## config.mk

```make
export PLATFORM = sky130hd
export DESIGN_NAME = bird_collision_tracker
export DESIGN_NICKNAME = d
export VERILOG_FILES = /design/src/rtl/bird_collision_tracker.sv
export SDC_FILE = /design/constraint.sdc
export NUM_CORES = 1
export LEC_CHECK = 0
export CORE_MARGIN = 10
export CORE_UTILIZATION = 56
export CTS_CLUSTER_SIZE = 14
export DETAILED_ROUTE_END_ITERATION = 8
export PLACE_DENSITY = 0.93
export SLEW_MARGIN = 20
export SYNTH_ARGS = -nofsm -noshare
export SYNTH_HDL_FRONTEND = slang
export SYNTH_SLANG_ARGS = --single-unit
export TNS_END_PERCENT = 50
```

## constraint.sdc

```tcl
create_clock -name clk -period 3.17 [get_ports clk]
set_input_delay 0.7925 -clock clk [delete_from_list [all_inputs] [get_ports clk]]
set_output_delay 0.7925 -clock clk [all_outputs]
set_load 0.05 [all_outputs]
```

## src/rtl/bird_collision_tracker.sv

```systemverilog
// bird_collision_tracker
//   Resolves bird / obstacle (and optionally border) drawing requests into
//   per-frame collision events, tracks lives, runs a post-hit grace window
//   and drives the bird's showBird input so the bird blinks during grace.
//
// Optional feature macro: BIRD_BORDER_HIT_EN
//   defined   : bird over border pixels also counts as a hit.
//   undefined : borderDrawingRequest is ignored.
//
// Ports
//   clk, resetN             pixel clock, async active-low reset
//   startOfFrame            one-cycle pulse at the first pixel of a frame
//   restartGame             synchronous restart request
//   birdDrawingRequest      bird pixel opaque
//   birdHitEdgeCode[3:0]    {Left,Top,Right,Bottom} edge code of bird pixel
//   obstacleDrawingRequest  obstacle pixel opaque
//   borderDrawingRequest    border pixel opaque
//   collisionPulse          one-cycle pulse per registered hit
//   hitEdges[3:0]           OR of edge codes of the last registered hit
//   livesLeft[LIVES_W-1:0]  remaining lives
//   inGrace                 grace window active
//   showBird                bird visibility (blinks during grace)
//   gameOver                lives exhausted
module bird_collision_tracker #(
   parameter int unsigned INIT_LIVES   = 3,
   parameter int unsigned LIVES_W      = 3,
   parameter int unsigned GRACE_FRAMES = 60,
   parameter int unsigned GRACE_W      = 7,
   parameter int unsigned BLINK_BIT    = 2
) (
   input  logic               clk,
   input  logic               resetN,
   input  logic               startOfFrame,
   input  logic               restartGame,
   input  logic               birdDrawingRequest,
   input  logic [3:0]         birdHitEdgeCode,
   input  logic               obstacleDrawingRequest,
   input  logic               borderDrawingRequest,
   output logic               collisionPulse,
   output logic [3:0]         hitEdges,
   output logic [LIVES_W-1:0] livesLeft,
   output logic               inGrace,
   output logic               showBird,
   output logic               gameOver
);

   localparam int unsigned EDGE_W = 4;

   typedef enum logic [1:0] {
      ST_ACTIVE    = 2'd0,
      ST_GRACE     = 2'd1,
      ST_GAME_OVER = 2'd2
   } state_e;

   state_e               state_q, state_d;
   logic                 frame_hit_q, frame_hit_d;
   logic [EDGE_W-1:0]    frame_edges_q, frame_edges_d;
   logic [GRACE_W-1:0]   grace_cnt_q, grace_cnt_d;
   logic                 pulse_q, pulse_d;
   logic [EDGE_W-1:0]    hit_edges_q, hit_edges_d;
   logic [LIVES_W-1:0]   lives_q, lives_d;
   logic                 in_grace_q, in_grace_d;
   logic                 show_bird_q, show_bird_d;
   logic                 game_over_q, game_over_d;

   logic                 pix_hit_c;
   logic [LIVES_W-1:0]   lives_dec_c;

   // Pixel-level overlap between the bird and anything that can hurt it
`ifdef BIRD_BORDER_HIT_EN
   assign pix_hit_c = birdDrawingRequest &&
                      (obstacleDrawingRequest || borderDrawingRequest);
`else
   logic unused_border;
   assign unused_border = borderDrawingRequest;
   assign pix_hit_c     = birdDrawingRequest && obstacleDrawingRequest;
`endif

   // Saturating life decrement
   assign lives_dec_c = (lives_q != '0) ? (lives_q - LIVES_W'(1)) : '0;

   // Next-state and registered-output logic
   always_comb begin
      state_d       = state_q;
      frame_hit_d   = frame_hit_q;
      frame_edges_d = frame_edges_q;
      grace_cnt_d   = grace_cnt_q;
      pulse_d       = 1'b0;
      hit_edges_d   = hit_edges_q;
      lives_d       = lives_q;

      if (restartGame) begin
         state_d       = ST_ACTIVE;
         frame_hit_d   = 1'b0;
         frame_edges_d = '0;
         grace_cnt_d   = '0;
         hit_edges_d   = '0;
         lives_d       = LIVES_W'(INIT_LIVES);
      end else if (startOfFrame) begin
         // Evaluate the finished frame, then start the new one with this
         // cycle's pixel only.
         unique case (state_q)
            ST_ACTIVE: begin
               if (frame_hit_q) begin
                  pulse_d     = 1'b1;
                  hit_edges_d = frame_edges_q;
                  lives_d     = lives_dec_c;
                  if (lives_dec_c == '0) begin
                     state_d = ST_GAME_OVER;
                  end else if (GRACE_FRAMES != 0) begin
                     state_d     = ST_GRACE;
                     grace_cnt_d = GRACE_W'(GRACE_FRAMES);
                  end
               end
            end
            ST_GRACE: begin
               if (grace_cnt_q <= GRACE_W'(1)) begin
                  grace_cnt_d = '0;
                  state_d     = ST_ACTIVE;
               end else begin
                  grace_cnt_d = grace_cnt_q - GRACE_W'(1);
               end
            end
            ST_GAME_OVER: begin
               lives_d = '0;
            end
            default: begin
               state_d = ST_ACTIVE;
            end
         endcase
         frame_hit_d   = pix_hit_c;
         frame_edges_d = pix_hit_c ? birdHitEdgeCode : '0;
      end else if (pix_hit_c) begin
         // Hits outside ACTIVE are accumulated but discarded at the next
         // frame boundary without being evaluated.
         frame_hit_d   = 1'b1;
         frame_edges_d = frame_edges_q | birdHitEdgeCode;
      end

      in_grace_d  = (state_d == ST_GRACE);
      game_over_d = (state_d == ST_GAME_OVER);
      show_bird_d = in_grace_d ? grace_cnt_d[BLINK_BIT] : 1'b1;
   end

   // State and output registers
   always_ff @(posedge clk or negedge resetN) begin
      if (!resetN) begin
         state_q       <= ST_ACTIVE;
         frame_hit_q   <= 1'b0;
         frame_edges_q <= '0;
         grace_cnt_q   <= '0;
         pulse_q       <= 1'b0;
         hit_edges_q   <= '0;
         lives_q       <= LIVES_W'(INIT_LIVES);
         in_grace_q    <= 1'b0;
         show_bird_q   <= 1'b1;
         game_over_q   <= 1'b0;
      end else begin
         state_q       <= state_d;
         frame_hit_q   <= frame_hit_d;
         frame_edges_q <= frame_edges_d;
         grace_cnt_q   <= grace_cnt_d;
         pulse_q       <= pulse_d;
         hit_edges_q   <= hit_edges_d;
         lives_q       <= lives_d;
         in_grace_q    <= in_grace_d;
         show_bird_q   <= show_bird_d;
         game_over_q   <= game_over_d;
      end
   end

   assign collisionPulse = pulse_q;
   assign hitEdges       = hit_edges_q;
   assign livesLeft      = lives_q;
   assign inGrace        = in_grace_q;
   assign showBird       = show_bird_q;
   assign gameOver       = game_over_q;

endmodule
```

==> summary.txt <==
Clocking
  • Post-CTS Hold Buffers: 0
  • Post-CTS Resized: 0
  • H-tree levels: 1
  • Post-CTS setup repair buffer count: 0
  • Maximum clock path buffer count: 2
  • Clk slew on worst S/H paths: 0.14 ns
  • TritonCTS Sinks: 25
  • CTS tree: yes
  • Root Driver: clkbuf_4
  • Clock latency on the worst-skew pair: 0.34 ns
  • Cts bufs inserted: 3

Detailed routing
  • Routed length on met2: 1440 um
  • Post-route ant nets: 0
  • 1st-iter DRT viols: 66
  • DRC viols: 0
  • 1st-pass router iterations: 4
  • Final WL: 2990 um
  • DR vias: 1103
  • Met3 WL: 219 um
  • Uppermost layer routed: met4
  • WL per Instance: 16.3 um
  • Met1 WL: 1280 um
  • Vias per cell: 5.99

Power and ir drop
  • Flop pwr share: 54.9%
  • VDD IR max: 0.000422 V
  • Int Power: 0.440 mW
  • Clock network power share: 23.4%
  • Static Leakage: 0.657 nW
  • Net Sw Frac: 31.6%
  • Total power: 0.643 mW
  • PD cells: 401 nW/um^2
  • Combinational power share: 21.7%
  • Net switching power figure: 0.203 mW

Floorplanning
  • Die width: 69.3 um
  • Starting density of the core: 60.3%
  • Core Rows: 17
  • Core Box Area: 2250 um^2
  • Num ports: 22
  • Die Span Y: 69.3 um
  • Full die area: 4800 um^2

Critical path
  • Slowest stage cell, crit path: clkdlybuf4s50_1
  • Crit path max-delay family: buffers and inverters
  • Critical path type: reg -> out
  • Worst-path fanout max: 7
  • Bufs and invs on worst path: 1
  • CP max stage delay: 0.82 ns
  • Critical Path, Cell by Cell: clkdlybuf4s50_1
  • Startpoint Class: register
  • CP Data Required Time: 2.38 ns
  • Endpoint class of the critical path: output pin
  • Crit path DAT: 1.77 ns

Timing
  • Finish-stage setup viols: 0
  • Min Hold Slack: 0.533 ns
  • Fin crit share: 80.7%
  • Worst-margin pin slew: 0.511 ns
  • Min Tclk post-route: 2.56 ns
  • Max Fclk: 391 MHz
  • Clock skew: 0.00920 ns
  • Final hold viol count: 0
  • Max-slew violations: 0
  • RSZ-0062 raised after global routing: no
  • Max-slew headroom: 65.9%
  • TNS Setup: 0 ns

Synth
  • Post-synth top flop: dfrtp_1
  • Mapped cell area: 1360 um^2
  • Register area share after synthesis: 46.3%
  • Number of synthesized flops with an enable pin: 0
  • Synth area leader: dfrtp_1
  • Post-synth top area share: 40.5%
  • Synth async-reset ratio: 100%
  • Syn Nets: 148
  • Count of cell types in the netlist: 44
  • Post-Syn Area per Cell: 10.1 um^2
  • Synth Register Bits: 25
  • Synth Warn #: 0
  • Syn Inst Count: 135
  • Area contributors post-synth: dfrtp_1, dfstp_2, nor2_1

Cells and area
  • Commonest non-fill, non-tap cell in the layout: dfrtp_1
  • Share of cells above drive strength 1: 14.7%
  • Post-Route Utilization: 71.1%
  • Filler cells: 178
  • Ant diodes: 0
  • Layout area overhead: 18.0%
  • Post-route insts no fill: 184
  • Commonest cells after routing, fill and taps aside: dfrtp_1, clkdlybuf4s50_1, nor2_1
  • Total Nets Final: 170

Min path
  • HP Class: reg -> reg

Global route
  • Vias in the first global route: 1153
  • Initial antenna violation count: 0
  • Largest net degree at the start of global routing: 26
  • Tot GR Track Use: 13.0%
  • Global-route wire length before repair: 5340 um
  • Total grt overflow: 0

Job
  • Max_cap viols: 0

Placement
  • Detailed Place HPWL: 2240 um
  • RePlAce Congestion: 0.893
  • PortBufs: 20
  • Placed Instances: 180

Run status
  • Status: finished, final reports clean
## power groups by stage
stage / sequential, mW / clock (mW) / combinational, mW
2_1_floorplan: 0.380 / 0 / 0.0676
3_3_place_gp: 0.358 / 0 / 0.134
3_5_place_dp: 0.359 / 0 / 0.140
4_1_cts: 0.353 / 0.154 / 0.141
5_1_grt: 0.357 / 0.170 / 0.152
6_report: 0.353 / 0.151 / 0.140
## final cells by class
cell class | count | area (um^2) | area share [%]
sequential | 25 | 629 | 39.2
inverter | 6 | 22.5 | 1.40
multi-input combinational | 98 | 664 | 41.4
tap | 28 | 35.0 | 2.18
clock buffer | 3 | 22.5 | 1.40
timing repair buffer | 23 | 223 | 13.9
clock inverter | 1 | 7.51 | 0.468
## layer usage
metal	vias to the layer above	global-route usage, %
met2	36	21.8
met3	5	3.57
met5	-	0
li1	536	-
met1	526	15.1
met4	0	5.54
## Yosys cell counts (3+ instances only)
master / count
dfrtp_1: 22
a31oi_1: 5
nor2_1: 19
o21ai_0: 9
nor2b_1: 3
a32oi_1: 4
dfstp_2: 3
nand2_1: 8
mux2i_1: 5
a211oi_1: 3
nor3_1: 5
a21oi_1: 5
inv_1: 6
## metrics by stage
step                      setup WS [ns]  cell area [um^2]
after global placement            0.619              1570
after floorplan                    1.29              1360
after detailed placement          0.566              1570
after global routing              0.546              1600
final                             0.611              1600
after CTS                         0.591              1600
## worst min-delay path, delay by kind of cell, from the launching register on
kind | cells | cell delay, ns
simple gates | 1 | 0.08
compound gates | 1 | 0.05
flops | 1 | 0.37
## state kept, by name (all words and copies together) (netlist names)
| signal | cells |
|---|---|
| frame_hit_q | 1 |
| livesLeft | 3 |
| state_q | 2 |
| showBird | 1 |
| grace_cnt_q | 7 |
| gameOver | 1 |
| frame_edges_q | 4 |
| hitEdges | 4 |
| inGrace | 1 |
| collisionPulse | 1 |
## path summary, 6_finish.rpt
kind,start,end,slack [ns],cells after the start
worst max-delay path,livesLeft[1],livesLeft[1],0.61,1
worst min-delay path,frame_edges_q[3],frame_edges_q[3],0.53,2
worst min register to register,frame_edges_q[3],frame_edges_q[3],0.53,2
max in group asynchronous,resetN,showBird,2.08,2
min in group asynchronous,resetN,state_q[1],0.80,2
worst max register to register,grace_cnt_q[0],grace_cnt_q[2],1.35,5
## cells by family after synthesis
family,Yosys count,synth area share [%]
compound gates,39,21.9
mux,5,3.68
buf+inv,12,4.79
simple gates,52,21.5
flops,25,46.3
fa+ha+maj,2,1.84
Note: power is estimated with default switching activity, not from simulation.
